$ cat config.mk
export PLATFORM = sky130hd
export DESIGN_NAME = pong_score_display
export DESIGN_NICKNAME = d
export VERILOG_FILES = /design/src/rtl/pong_pkg.sv /design/src/rtl/pong_bcd_score.sv /design/src/rtl/pong_score_display.sv
export SDC_FILE = /design/constraint.sdc
export NUM_CORES = 1
export LEC_CHECK = 0
export CAP_MARGIN = 40
export CORE_MARGIN = 2
export CORE_UTILIZATION = 45
export CTS_BUF_LIST = sky130_fd_sc_hd__clkbuf_16
export DETAILED_ROUTE_END_ITERATION = 8
export GPL_ROUTABILITY_DRIVEN = 0
export PLACE_DENSITY_LB_ADDON = 0.12
export SYNTH_ARGS = -nofsm -noshare
export SYNTH_HDL_FRONTEND = slang
export SYNTH_SLANG_ARGS = --single-unit
export TNS_END_PERCENT = 10
$ cat constraint.sdc
create_clock -name clk -period 1.7 [get_ports clk]
set_input_delay 0.17 -clock clk [delete_from_list [all_inputs] [get_ports clk]]
set_output_delay 0.17 -clock clk [all_outputs]
set_load 0.005 [all_outputs]
$ cat src/rtl/pong_pkg.sv
// Shared types and cell geometry for the pong score overlay.
package pong_pkg;

    localparam int unsigned GLYPH_XBITS = 2;
    localparam int unsigned GLYPH_YBITS = 3;
    localparam int unsigned DIGIT_BITS  = 4;

    typedef logic [DIGIT_BITS-1:0] bcd_digit_t;

    typedef struct packed {
        bcd_digit_t tens;
        bcd_digit_t ones;
    } bcd_score_t;

    function automatic int unsigned cell_w(input int unsigned scale);
        return 4 << scale;
    endfunction

    function automatic int unsigned cell_h(input int unsigned scale);
        return 8 << scale;
    endfunction

    function automatic bcd_score_t bcd_inc(input bcd_score_t s);
        bcd_score_t r;
        r = s;
        if (s.ones == 4'd9) begin
            r.ones = '0;
            r.tens = (s.tens == 4'd9) ? '0 : s.tens + 4'd1;
        end else begin
            r.ones = s.ones + 4'd1;
        end
        return r;
    endfunction

endpackage

$ cat src/rtl/pong_bcd_score.sv
// Two-digit BCD point counter with synchronous clear and hold.
module pong_bcd_score
    import pong_pkg::*;
(
    input  logic       clk_i,
    input  logic       rst_ni,
    input  logic       inc_i,
    input  logic       clr_i,
    input  logic       hold_i,
    output bcd_score_t score_o
);

    bcd_score_t score_q;

    always_ff @(posedge clk_i or negedge rst_ni) begin
        if (!rst_ni) begin
            score_q <= '0;
        end else if (clr_i) begin
            score_q <= '0;
        end else if (inc_i && !hold_i) begin
            score_q <= bcd_inc(score_q);
        end
    end

    assign score_o = score_q;

endmodule

$ cat src/rtl/pong_score_display.sv
// Score overlay: live/display BCD scores, beam-to-glyph address issue and
// a three-stage pixel pipeline aligned with the external glyph lookup.
module pong_score_display
    import pong_pkg::*;
#(
    parameter int unsigned SCALE     = 2,
    parameter int unsigned LEFT_X    = 256,
    parameter int unsigned RIGHT_X   = 352,
    parameter int unsigned TOP_Y     = 16,
    parameter logic [7:0]  WIN_SCORE = 8'h11,
    parameter int unsigned H_BITS    = 10,
    parameter int unsigned V_BITS    = 10
) (
    input  logic                   clk,
    input  logic                   rst_n,
    input  logic [H_BITS-1:0]      hcount,
    input  logic [V_BITS-1:0]      vcount,
    input  logic                   frame_start,
    input  logic                   point_left,
    input  logic                   point_right,
    input  logic                   game_reset,
    output logic [GLYPH_XBITS-1:0] glyph_x,
    output logic [GLYPH_YBITS-1:0] glyph_y,
    output logic [DIGIT_BITS-1:0]  glyph_value,
    input  logic                   glyph_pixel,
    output logic                   score_pixel,
    output logic                   game_over
);

    localparam int unsigned CELL_W = cell_w(SCALE);
    localparam int unsigned CELL_H = cell_h(SCALE);

    bcd_score_t live_l, live_r;
    bcd_score_t disp_l_q, disp_r_q;
    logic       game_over_q;
    logic       in_box_q, in_box_dly_q, score_pixel_q;
    logic       in_box_d;

    logic [GLYPH_XBITS-1:0] glyph_x_q, glyph_x_d;
    logic [GLYPH_YBITS-1:0] glyph_y_q, glyph_y_d;
    logic [DIGIT_BITS-1:0]  glyph_value_q, glyph_value_d;

    pong_bcd_score u_left (
        .clk_i  (clk),
        .rst_ni (rst_n),
        .inc_i  (point_left),
        .clr_i  (game_reset),
        .hold_i (game_over_q),
        .score_o(live_l)
    );

    pong_bcd_score u_right (
        .clk_i  (clk),
        .rst_ni (rst_n),
        .inc_i  (point_right),
        .clr_i  (game_reset),
        .hold_i (game_over_q),
        .score_o(live_r)
    );

    int unsigned hc, vc, rel_x, rel_y;
    bcd_score_t  sel;
    logic        hit, in_y;
    bcd_digit_t  digit;

    // Range checks are done before subtracting so rel never wraps negative.
    always_comb begin
        hc    = 32'(hcount);
        vc    = 32'(vcount);
        in_y  = (vc >= TOP_Y) && (vc < TOP_Y + CELL_H);
        rel_y = in_y ? vc - TOP_Y : 0;
        rel_x = 0;
        sel   = '0;
        hit   = 1'b0;
        if (in_y && hc >= LEFT_X && hc < LEFT_X + 2 * CELL_W) begin
            hit   = 1'b1;
            rel_x = hc - LEFT_X;
            sel   = disp_l_q;
        end else if (in_y && hc >= RIGHT_X && hc < RIGHT_X + 2 * CELL_W) begin
            hit   = 1'b1;
            rel_x = hc - RIGHT_X;
            sel   = disp_r_q;
        end
        digit = (rel_x >= CELL_W) ? sel.ones : sel.tens;
        if (rel_x < CELL_W && sel.tens == '0) begin
            hit = 1'b0;
        end
        in_box_d      = hit;
        glyph_x_d     = hit ? GLYPH_XBITS'(rel_x >> SCALE) : '0;
        glyph_y_d     = hit ? GLYPH_YBITS'(rel_y >> SCALE) : '0;
        glyph_value_d = hit ? digit : '0;
    end

    always_ff @(posedge clk or negedge rst_n) begin
        if (!rst_n) begin
            disp_l_q      <= '0;
            disp_r_q      <= '0;
            game_over_q   <= 1'b0;
            glyph_x_q     <= '0;
            glyph_y_q     <= '0;
            glyph_value_q <= '0;
            in_box_q      <= 1'b0;
            in_box_dly_q  <= 1'b0;
            score_pixel_q <= 1'b0;
        end else begin
            if (game_reset) begin
                game_over_q <= 1'b0;
            end else if (live_l == WIN_SCORE || live_r == WIN_SCORE) begin
                game_over_q <= 1'b1;
            end
            if (frame_start) begin
                disp_l_q <= live_l;
                disp_r_q <= live_r;
            end
            glyph_x_q     <= glyph_x_d;
            glyph_y_q     <= glyph_y_d;
            glyph_value_q <= glyph_value_d;
            in_box_q      <= in_box_d;
            in_box_dly_q  <= in_box_q;
            score_pixel_q <= glyph_pixel & in_box_dly_q;
        end
    end

    assign glyph_x     = glyph_x_q;
    assign glyph_y     = glyph_y_q;
    assign glyph_value = glyph_value_q;
    assign score_pixel = score_pixel_q;
    assign game_over   = game_over_q;

endmodule
==> impl_metrics.yaml, run 1 <==
worst_setup_path:
  required_ns: 1.86
  crit_fanout: 8
  path_class: "input pin to flip-flop"
  crit_arrival_ns: 1.98
  end_kind: "flip-flop"
  crit_path_start_kind: "input pin"
route:
  drtIter0Drc: 72
  vias: 1793
  drc: 0
  routedWlPerCell_um: 14.8
  viasPerCell: 5.24
  ant_nets: 0
  drt_pre_antenna_iters: 5
  routed_wl_um: 5070
power:
  p_leak_uw: 0.00146
  p_clk_share_pct: 34.9
  swShare_pct: 25.8
  pwr-share-comb_pct: 18.5
  p_int_uw: 1950
  peakVddDrop_v: 0.000496
  p_seq_share_pct: 46.6
  switching_power_uw: 679
  powerDensity_mw_per_mm2: 824
logic_synthesis:
  ys_seq_area_share_pct: 49.5
  yosysWarnings: 0
  synth-seq-cells: 45
  synth_flop_cell: "dfrtp_1"
  avgSynthCellArea_um2: 11.2
  syn_nets: 242
  yosys.area_share.simple_pct: 13.1
  synthCells: 203
  synth_top_family_by_area: "compound AO/OA/AOI/OAI gates"
  synth_mux_area_share_pct: 13.4
  synth-xor-area-share_pct: 0.385
  synth.cell_area_mm2: 0.00227
  synth-async-reset-ratio_pct: 100
  synth-edff-count: 0
  synth-compound-area-share_pct: 14.7
  synth_adder_area_share_pct: 6.60
  synth_cell_types: 36
run:
  drv_cap: 0
cts:
  cts_tree: "yes"
  clock-sinks: 45
  cts.clk_slew.worst_paths_ns: 0.06
  clk_latency_ns: 0.28
  htreeDepth: 2
  numCtsBuffers: 5
  clock-root-buffer: "clkbuf_16"
  clock_path_buffers: 2
timing:
  relSlewSlack_pct: 64.0
  fmax_mhz: 550
  setup_ws_ns: -0.117
  final_hold_viol_count: 0
  rsz0062_at_grt: "yes"
  min_period_over_period_pct: 107
  final.setup_skew_ns: 0.00475
  tightest_slew_ns: 0.540
  period_needed_ns: 1.82
  setup_viol: 4
  drv_slew: 0
finish:
  fin_cells: 342
  fin_util_pct: 66.7
  drive_gt1_share_pct: 30.9
  fin_nets: 313
  fillers: 382
  n_antenna_cell: 0
  area_growth_pct: 40.3
  layout_commonest_cell: "dfrtp_1"
  mostFrequentLayoutCells: "dfrtp_1, buf_4, clkdlybuf4s50_1, mux2_2, nand2_1"
global_route:
  grt_pass1_vias: 1789
  overflow: 0
  grt_pass1_wl_um: 8410
  grt_max_degree: 25
  grt_use_total_pct: 19.8
  antenna_found_initial: 0
floorplanning:
  core_mm2: 0.00479
  die_x_um: 75.1
  die_h_um: 75.1
  start_util_pct: 47.5
  rows: 25
  io_pins: 38
  die_area_mm2: 0.00564
status:
  violations: "negative setup slack"
  outcome: "finished with violations"
placed_design:
  place_inst: 331
  dp_hpwl_um: 3770
  io_buffers: 35
min_path:
  min_path_type: "input pin to flip-flop"
[Yosys cell counts, types with 2 or more instances]
master    number  area [um2]
mux2_2        20         225
nor3_1         2        10.0
a31oi_1        3        18.8
o41ai_1        4        35.0
dfrtp_1       45        1130
mux2i_1        8        80.1
nor4_1         3        18.8
ha_1          12         150
nor2b_1        6        37.5
nand2_1       16        60.1
a21o_1         4        30.0
o31ai_1        2        15.0
clkbuf_1       3        11.3
o21ai_0       13        65.1
nand3_1        5        25.0
nor2_1        13        48.8
a21oi_1        7        35.0
o22ai_1        4        25.0
and2_1         5        31.3
inv_1         11        41.3
a41oi_1        2        17.5
[critical path, stage by stage]
cell	delay, ns
buf_6	0.10
inv_4	0.05
ha_4	0.11
or4b_4	0.46
o31ai_4	0.26
a211oi_2	0.14
o22ai_4	0.21
buf_12	0.16
mux2i_1	0.20
o22ai_1	0.12
[layout make-up]
type / count / area (um2) / area share [%]
clock buffers: 5 / 125 / 3.92
flip-flops and latches: 45 / 1130 / 35.3
multi-input cells: 144 / 1180 / 37.0
repair buffers: 67 / 616 / 19.3
inverters: 11 / 46.3 / 1.45
well taps: 67 / 83.8 / 2.63
clock inverters: 3 / 15.0 / 0.470
[kinds of logic after synthesis]
logic type / count (synthesis)
simple gates: 58
compound gates: 45
flops: 45
mux: 28
buf+inv: 14
fa+ha+maj: 12
xor+xnor: 1
[power by group through the flow]
stage	clock [uW]	combinational, uW	sequential, uW
floorplan	0	225	1230
global placement	0	456	1250
detailed placement	0	463	1250
CTS	944	480	1230
global route	979	542	1240
finish	918	487	1230
[final timing paths]
path | start | end | slack, ns | cells past startpoint
setup / recovery | hcount[6] | glyph_value[0] | -0.12 | 10
hold / removal | hcount[3] | glyph_x[1] | 0.12 | 2
setup reg to reg | disp_l_q[4] | glyph_y[2] | 0.01 | 4
hold reg to reg | in_box_q | in_box_dly_q | 0.35 | 0
max in group asynchronous | rst_n | disp_l_q[1] | 0.79 | 3
min in group asynchronous | rst_n | u_left.score_o[4] | 0.40 | 2
[through the flow]
step | setup TNS [ns] | setup slack (ns) | instance area, um2 | hold slack (ns) | power [uW]
after CTS | -0.441 | -0.135 | 3150 | 0.115 | 2650
after detailed placement | -6.42 | -0.722 | 2940 | 0.183 | 1710
after floorplan | -0.914 | -0.158 | 2270 | -0.126 | 1460
final | -0.383 | -0.117 | 3190 | 0.120 | 2630
after global routing | -1.02 | -0.175 | 3190 | 0.124 | 2760
after global placement | -5.85 | -0.634 | 2940 | 0.178 | 1700
[sequential cells by signal (all words and copies together) (netlist names)]
name             count
disp_l_q             8
disp_r_q             8
u_left.score_o       8
u_right.score_o      8
glyph_value          4
glyph_y              3
glyph_x              2
game_over            1
in_box_dly_q         1
in_box_q             1
score_pixel          1
[what timing repair did]
item | in CTS | in global routing
hold buffers | 1 | 0
endpoints found under the setup margin | 10 | 10
resized for setup | 40 | 9
hold endpoints to repair | 21 | 0
pin swaps | 9 | 7
setup buffers | 1 | 1
[metal layers]
| layer | routed length [um] | global-route usage, % | vias up |
|---|---|---|---|
| met5 | 0 | 0 | - |
| met4 | 48 | 6.15 | 0 |
| met3 | 161 | 3.88 | 7 |
| met2 | 2440 | 32.7 | 30 |
| met1 | 2420 | 26.5 | 867 |
| li1 | - | - | 889 |
Power figures use the tool's default switching activity.
==> run 2: changes to the inputs <==
- TNS_END_PERCENT: 10 -> 20
==> results of run 2 <==
No change in the layout: final DEF, timing and power equal those of run 1.
==> run 3: changes to the inputs <==
- CTS_CLUSTER_DIAMETER: default -> 120
==> results of run 3 <==
No change in the layout: final DEF, timing and power equal those of run 1.
